===== src/rtl/fc_layer_seq.sv =====
// Sequencer around the combinational fully-connected neuron blocks: serially loads one
// activation vector, waits for the datapath to settle, captures all results, then streams them out.

module fc_rbuf_lane #(
    parameter int ZW = 18
) (
    input  logic          clk,
    input  logic          rst,
    input  logic          cap,
    input  logic [ZW-1:0] d,
    output logic [ZW-1:0] q
);
    always_ff @(posedge clk) begin
        if (rst)      q <= '0;
        else if (cap) q <= d;
    end
endmodule

module fc_layer_seq #(
    parameter int WIDTH = 8,
    parameter int IN    = 128,
    parameter int OUT   = 10,
    parameter int ZW    = WIDTH*2 + $clog2(IN),
    parameter int LAT   = 1
) (
    input  logic                   clk,
    input  logic                   rst,
    input  logic                   in_valid,
    output logic                   in_ready,
    input  logic [WIDTH-1:0]       in_data,
    input  logic                   in_last,
    output logic [WIDTH-1:0]       x [0:IN-1],
    input  logic [ZW-1:0]          res [0:OUT-1],
    output logic                   out_valid,
    input  logic                   out_ready,
    output logic [ZW-1:0]          out_data,
    output logic [$clog2(OUT)-1:0] out_idx,
    output logic                   out_last,
    output logic                   busy,
    output logic                   err_len
);
    localparam int AW  = (IN > 1) ? $clog2(IN) : 1;
    localparam int OIW = $clog2(OUT);

    typedef enum logic [1:0] {LOAD, WAIT, CAPTURE, DRAIN} state_t;

    state_t          state, state_nx;
    logic [AW-1:0]   wr_idx;
    logic [3:0]      wcnt;
    logic            acc, frame_end, at_end;
    logic [ZW-1:0]   rbuf [0:OUT-1];

    assign at_end    = (wr_idx == AW'(IN-1));
    assign acc       = in_valid & in_ready;
    assign frame_end = acc & (in_last | at_end);
    assign out_last  = (out_idx == OIW'(OUT-1));
    assign out_data  = rbuf[out_idx];

    always_ff @(posedge clk) begin
        if (rst) state <= LOAD;
        else     state <= state_nx;
    end

    always_comb begin
        state_nx  = state;
        in_ready  = 1'b0;
        out_valid = 1'b0;
        busy      = 1'b1;
        case (state)
            LOAD: begin
                in_ready = 1'b1;
                busy     = (wr_idx != '0);
                if (frame_end) state_nx = WAIT;
            end
            WAIT:    if (wcnt == '0) state_nx = CAPTURE;
            CAPTURE: state_nx = DRAIN;
            DRAIN: begin
                out_valid = 1'b1;
                if (out_ready && out_last) state_nx = LOAD;
            end
            default: state_nx = LOAD;
        endcase
    end

    // A frame is well formed only when in_last lands exactly on word IN-1.
    always_ff @(posedge clk) begin
        if (rst) begin
            wr_idx  <= '0;
            wcnt    <= '0;
            err_len <= 1'b0;
        end else begin
            if (acc) wr_idx <= frame_end ? '0 : wr_idx + 1'b1;
            if (frame_end && !(in_last && at_end)) err_len <= 1'b1;
            if (frame_end)
                wcnt <= 4'(LAT);
            else if (state == WAIT && wcnt != '0)
                wcnt <= wcnt - 1'b1;
        end
    end

    // Early in_last zero-fills the tail so stale elements never reach the neurons.
    always_ff @(posedge clk) begin
        if (rst) begin
            for (int k = 0; k < IN; k++) x[k] <= '0;
        end else if (acc) begin
            for (int k = 0; k < IN; k++) begin
                if (AW'(k) == wr_idx)
                    x[k] <= in_data;
                else if (in_last && k > int'(wr_idx))
                    x[k] <= '0;
            end
        end
    end

    always_ff @(posedge clk) begin
        if (rst)
            out_idx <= '0;
        else if (state == CAPTURE)
            out_idx <= '0;
        else if (state == DRAIN && out_ready)
            out_idx <= out_last ? '0 : out_idx + 1'b1;
    end

    for (genvar k = 0; k < OUT; k++) begin : g_lane
        fc_rbuf_lane #(.ZW(ZW)) u_lane (
            .clk (clk),
            .rst (rst),
            .cap (state == CAPTURE),
            .d   (res[k]),
            .q   (rbuf[k])
        );
    end
endmodule


===== config.mk =====
export PLATFORM = sky130hd
export DESIGN_NAME = fc_layer_seq
export DESIGN_NICKNAME = d
export VERILOG_FILES = /design/src/rtl/fc_layer_seq.sv
export SDC_FILE = /design/constraint.sdc
export NUM_CORES = 2
export LEC_CHECK = 0
export BUFFER_PORTS_ARGS = -buffer_cell sky130_fd_sc_hd__buf_2
export CAP_MARGIN = 20
export CORE_AREA = 2 2 509 511
export DETAILED_ROUTE_END_ITERATION = 12
export DIE_AREA = 0 0 511 513
export GPL_ROUTABILITY_DRIVEN = 0
export GPL_TIMING_DRIVEN = 0
export PLACE_DENSITY_LB_ADDON = 0.3
export SYNTH_ARGS = -nofsm -noshare
export SYNTH_HDL_FRONTEND = slang
export SYNTH_HIERARCHICAL = 1
export SYNTH_SLANG_ARGS = --single-unit

===== constraint.sdc =====
create_clock -name clk -period 3.15 [get_ports clk]
set_input_delay 0.315 -clock clk [delete_from_list [all_inputs] [get_ports clk]]
set_output_delay 0.315 -clock clk [all_outputs]
set_load 0.01 [all_outputs]

# ---- Yosys cells after proc, flatten, opt, wreduce, memory -nomap -nowiden
# Cells that the tools add are included.
dict set report word_totals {
  inputBits 243
  wordCells 1079
  regBits 1272
}
dict set report op_classes {
  n_addsub 3
  n_reduce_logical 397
  n_lt_le_gt_ge 128
  n_eq_ne 135
  bitwise 4
  n_mux 268
}
# cell n
set ops {}
lappend ops {{2-to-1 mux 8 bit} 254}
lappend ops {{== test 7 bit (first input constant)} 64}
lappend ops {{> comparator 7 bit (first input constant)} 64}
lappend ops {{AND reduction 2 bit} 128}
lappend ops {{nonzero test 2 bit} 128}
lappend ops {{== test 6 x 7 -> 1 bit (first input constant)} 32}
lappend ops {{> comparator 6 x 7 -> 1 bit (first input constant)} 32}
lappend ops {{logical AND 1 bit} 132}
lappend ops {{== test 5 x 7 -> 1 bit (first input constant)} 16}
lappend ops {{> comparator 5 x 7 -> 1 bit (first input constant)} 16}
lappend ops {{binary-select mux 23 bit (select 4 bit)} 1}
lappend ops {{== test 4 x 7 -> 1 bit (first input constant)} 8}
lappend ops {{> comparator 4 x 7 -> 1 bit (first input constant)} 8}
lappend ops {{2-to-1 mux 23 bit} 2}
lappend ops {{== test 3 x 7 -> 1 bit (first input constant)} 4}
lappend ops {{> comparator 3 x 7 -> 1 bit (first input constant)} 4}
lappend ops {{== test 2 x 7 -> 1 bit (first input constant)} 2}
lappend ops {{> comparator 2 x 7 -> 1 bit (first input constant)} 2}
lappend ops {{one-hot mux 2 bit (4 select lines)} 1}
lappend ops {{adder 7 x 1 -> 7 bit (second input constant)} 1}
lappend ops {{== test 1 x 7 -> 1 bit (first input constant)} 1}
lappend ops {{== test 7 bit (second input constant)} 1}
lappend ops {{> comparator 1 x 7 -> 1 bit (first input constant)} 1}
lappend ops {{logical NOT 7 bit} 1}
lappend ops {{other kinds (21)} 32}

# ---- Depth between registers and ports, before layout
dict set report logic_depth {
  ltp_word 6
  ltp_mapped 11
  ltp_nobuf 6
}

# ---- Modules after synthesis
# Netlist, hierarchy kept.
# module n_inst area_per_inst_um2 cells_per_inst
set by_module_without_submodules {}
lappend by_module_without_submodules {fc_layer_seq 1 41189.5 4110}
lappend by_module_without_submodules {fc_rbuf_lane 10 835.8 74}

# ---- Worst setup path after synthesis
# Ideal clock, no wire load.
dict set report synth_path {
  path_kind {reg2reg}
  startpoint {register wr_idx[1]}
  endpoint {register x[127] in the netlist's numbering}
  period_less_slack_ns 2.663
  arrival_ns 2.546
  required_ns 3.033
  path_stages_with_launch 12
  setup_ns 0.117
  path_slack_ns 0.487
  cell_sequence {dfxtp_1 -> clkbuf_2 -> buf_2 -> buf_2 -> inv_1 -> ha_1 -> clkbuf_1 -> or3b_2 -> buf_4 -> nor3_4 -> nor3_2 -> a22o_1}
}
dict set report synth_via {
  elab_chain_len 4
  word_cells_on_any_way 6
}
# element line
set synth_lines {}
lappend synth_lines {{start: declaration} 48} ;# logic [AW-1:0] wr_idx;
lappend synth_lines {{start signal: assignment} 92} ;# if (acc) wr_idx <= frame_end ? '0 : wr_idx + 1'b1;
lappend synth_lines {{> comparator 7 bit} 109} ;# else if (in_last && k > int'(wr_idx))
lappend synth_lines {{logical AND 1 bit} 109}
lappend synth_lines {{nonzero test 2 bit (no source line)} --}
lappend synth_lines {{AND reduction 2 bit (no source line)} --}
lappend synth_lines {{end signal: indexed assignment} 108} ;# x[k] <= in_data;
lappend synth_lines {{end: declaration} 32} ;# output logic [WIDTH-1:0] x [0:IN-1],
# Parallel ways exist; a longest one is shown, timed or not.
# A chain may end at the register's enable or synchronous reset.

# ---- Worst setup path after layout
dict set report layout_path {
  startpoint {register wr_idx[0]}
  endpoint {register x[437] in the netlist's numbering}
}
# Same word-level chain as after synthesis.

==> metrics <==
status complete, but fails checks; failing checks setup timing; nets 6955; CTS Buffer Depth 3; CTS buffer count 148; via density per instance 4.994; I/O pins 1299; max-cap viol count 0; Post-DP HPWL 268000 um; commonest non-fill, non-tap cell in the layout buf_2; # clock sinks 1272; synthesized area per cell 10.22 um2; CP delay by family, top simple AND/OR/NAND/NOR gates; clock-pin slew on the worst setup and hold paths 0.06 ns; wire length per cell 33.05 um; Seq/Total Area, Yosys 51.39%; Final Cell Area 0.07135 mm2; Critical-path top delay cell nor3_4; Die Width 511 um; register area 0.02547 mm2; Post-route DRC 0; final hold viol count 0; Mapped Area 0.04955 mm2; largest fanout on the critical path 10; Overflow after GRT 0; area leader, netlist dfxtp_1; core region area 0.2562 mm2; CP arrival 3.91 ns; initial antenna violation count 40; most frequent cells in the layout 1366 x buf_2, 1271 x dfxtp_1, 505 x a22o_1, 371 x nand2_1, 354 x mux2i_1; Buf/Inv on CP 2; sequential fraction of design power 38.6%; CP Launch Type flop; starting density of the core 19.34%; critical path type reg2reg; clk_lat worst skew 0.84 ns; Final Core Density 27.85%; Leak Pwr 0.02889 uW; crit-path cells buf_4 > clkbuf_1 > nand3b_1 > nor3_4 > nor3_2 > a22o_1; Max Freq 311.6 MHz; sw power 14370 uW; Seq cells post-synth 1272; Initial DRC Count 5708; DRT Pass-1 Iters 10; Hold WC Path Type in2reg; htree depth 4; via count 51060; global-route wire length before repair 444900 um; Max transition margin 13.38%; fin crit share 101.9%; prevailing post-synth register cell dfxtp_1; Worst Skew 0.06194 ns; total wire length 338000 um; Clock Power Share 40.3%; GRT Total Usage 24.62%; share of the synthesized area in the top cell type 51.39%; fin. max-slew vios 0; Synthesized Nets 5103; # fillers 27200; worst slew pin tran 1.299 ns; Crit path largest cell delay 0.76 ns; total power per unit cell area 619.4 mW/mm2; I/O Buffers 1297; asr flop ratio synth 0%; Logic pwr share 21.1%; post-layout min period 3.209 ns; placed standard-cell area 0.06221 mm2; die area 0.2621 mm2; final-report setup violation count 11; Post-synth EDFFs 0; RSZ-0062 raised after global routing true; Int Pwr 29820 uW; largest cells by area after synthesis dfxtp_1 51%, a22o_1 8.9%, mux2i_1 7.4%; critical path data required time 3.85 ns; pin count of the biggest net entering global routing 57; layout cell share with drive strength beyond 1 32.30%; maximum VDD drop 0.0005341 V; hold_ws 0.07288 ns; Switching Share 32.53%; final antenna-violating net count 0; CTS tree built; Setup WS post-layout -0.05923 ns; Worst Setup End Kind flop; vias in the first global route 49620; Area Overhead vs Synth 44.00%; height of the die 513 um; number of core rows 186; Synth cell types 100; root buffer cell clkbuf_16; multi-input combinational cell area 0.02247 mm2; Cells after Synth 4850; Syn. warnings 6
==> what timing repair did <==
action                                 in CTS  in global routing
hold buffers                              239                  0
setup endpoints to repair                 617                380
gates resized for setup                   194                 68
pin swaps                                  28                 11
buffers inserted                           36                 16
endpoints found under the hold margin     247                  0
cloned                                      1                  2
==> cell usage after synthesis (40+ instances only) <==
cell / count
o22ai_1: 54
a22o_1: 505
a21oi_1: 188
nor2_1: 338
mux2i_1: 367
buf_2: 73
nand2_1: 372
o21ai_0: 181
nand4_1: 78
inv_1: 151
mux4_2: 46
nand3_1: 223
a22oi_1: 62
dfxtp_1: 1272
nor3_2: 40
o32ai_1: 114
clkbuf_1: 233
==> power by group through the flow <==
stage          clock network, uW  logic (uW)  registers (uW)
6_report                   17800        9310           17100
3_3_place_gp                   0        7910           17400
4_1_cts                    18200        9010           17000
2_1_floorplan                  0        4250           17300
3_5_place_dp                   0        8400           17400
5_1_grt                    18800        9550           17100
==> final timing paths <==
| check | start | end | slack (ns) | depth (start not counted) |
|---|---|---|---|---|
| setup reg to reg | wr_idx[0] | x[437] | -0.06 | 6 |
| hold reg to reg | x[235] | x[235] | 0.45 | 2 |
| hold / removal | rst | g_lane[9].u_lane/q[0] | 0.07 | 2 |
| setup / recovery | wr_idx[0] | x[437] | -0.06 | 6 |
==> per-layer routing <==
layer | wire length, um | global-route usage, % | vias up | share of wire (%)
li1 | - | - | 21570 | -
met1 | 140100 | 30.93 | 25330 | 41
met2 | 141700 | 36.68 | 3327 | 42
met3 | 35290 | 8.927 | 832 | 10
met4 | 20750 | 12.79 | 10 | 6.1
met5 | 91 | 0 | - | 0.027
==> sequential cells by signal (all words and copies together) (netlist names) <==
signal / flops
x: 1024
g_lane.u_lane/q: 230
state: 2
wcnt: 4
out_idx: 4
err_len: 1
wr_idx: 7
==> stage by stage <==
stage	setup slack [ns]	cells	TNS, ns	total power [uW]
after global routing	-0.04062	10210	-0.2937	45420
after global placement	-2.830	9531	-1078.94	25270
final	-0.05923	10230	-0.2780	44190
after detailed placement	-1.153	9642	-303.28	25790
after floorplan	0.4869	4850	0	21570
after CTS	-0.1151	10180	-0.1929	44230
==> cells by family (layout without fill, tap and decap cells) <==
kind of cell             after synthesis  count (layout)  synth area share, %
AND/OR/NAND/NOR                     1276            1276                13.04
XOR/XNOR                               9               9               0.1591
buffers and inverters                558            2523                5.510
multiplexers                         413             413                9.505
other                                  0              26                    0
flip-flops                          1272            1272                51.39
adder cells (fa/ha/maj)               10              10               0.2525
AO/OA/AOI/OAI                       1312            1312                20.14
==> layout make-up <==
| class | instances | share of cell area [%] |
|---|---|---|
| buffer | 401 | 3.393 |
| antenna | 26 | 0.09119 |
| inverter | 152 | 0.7997 |
| tap | 3384 | 5.934 |
| timing repair buffer | 1707 | 15.61 |
| multi-input combinational | 3020 | 31.50 |
| clock buffer | 204 | 5.950 |
| clock inverter | 59 | 1.021 |
| sequential | 1272 | 35.70 |
(Power assumes the default switching activity.)
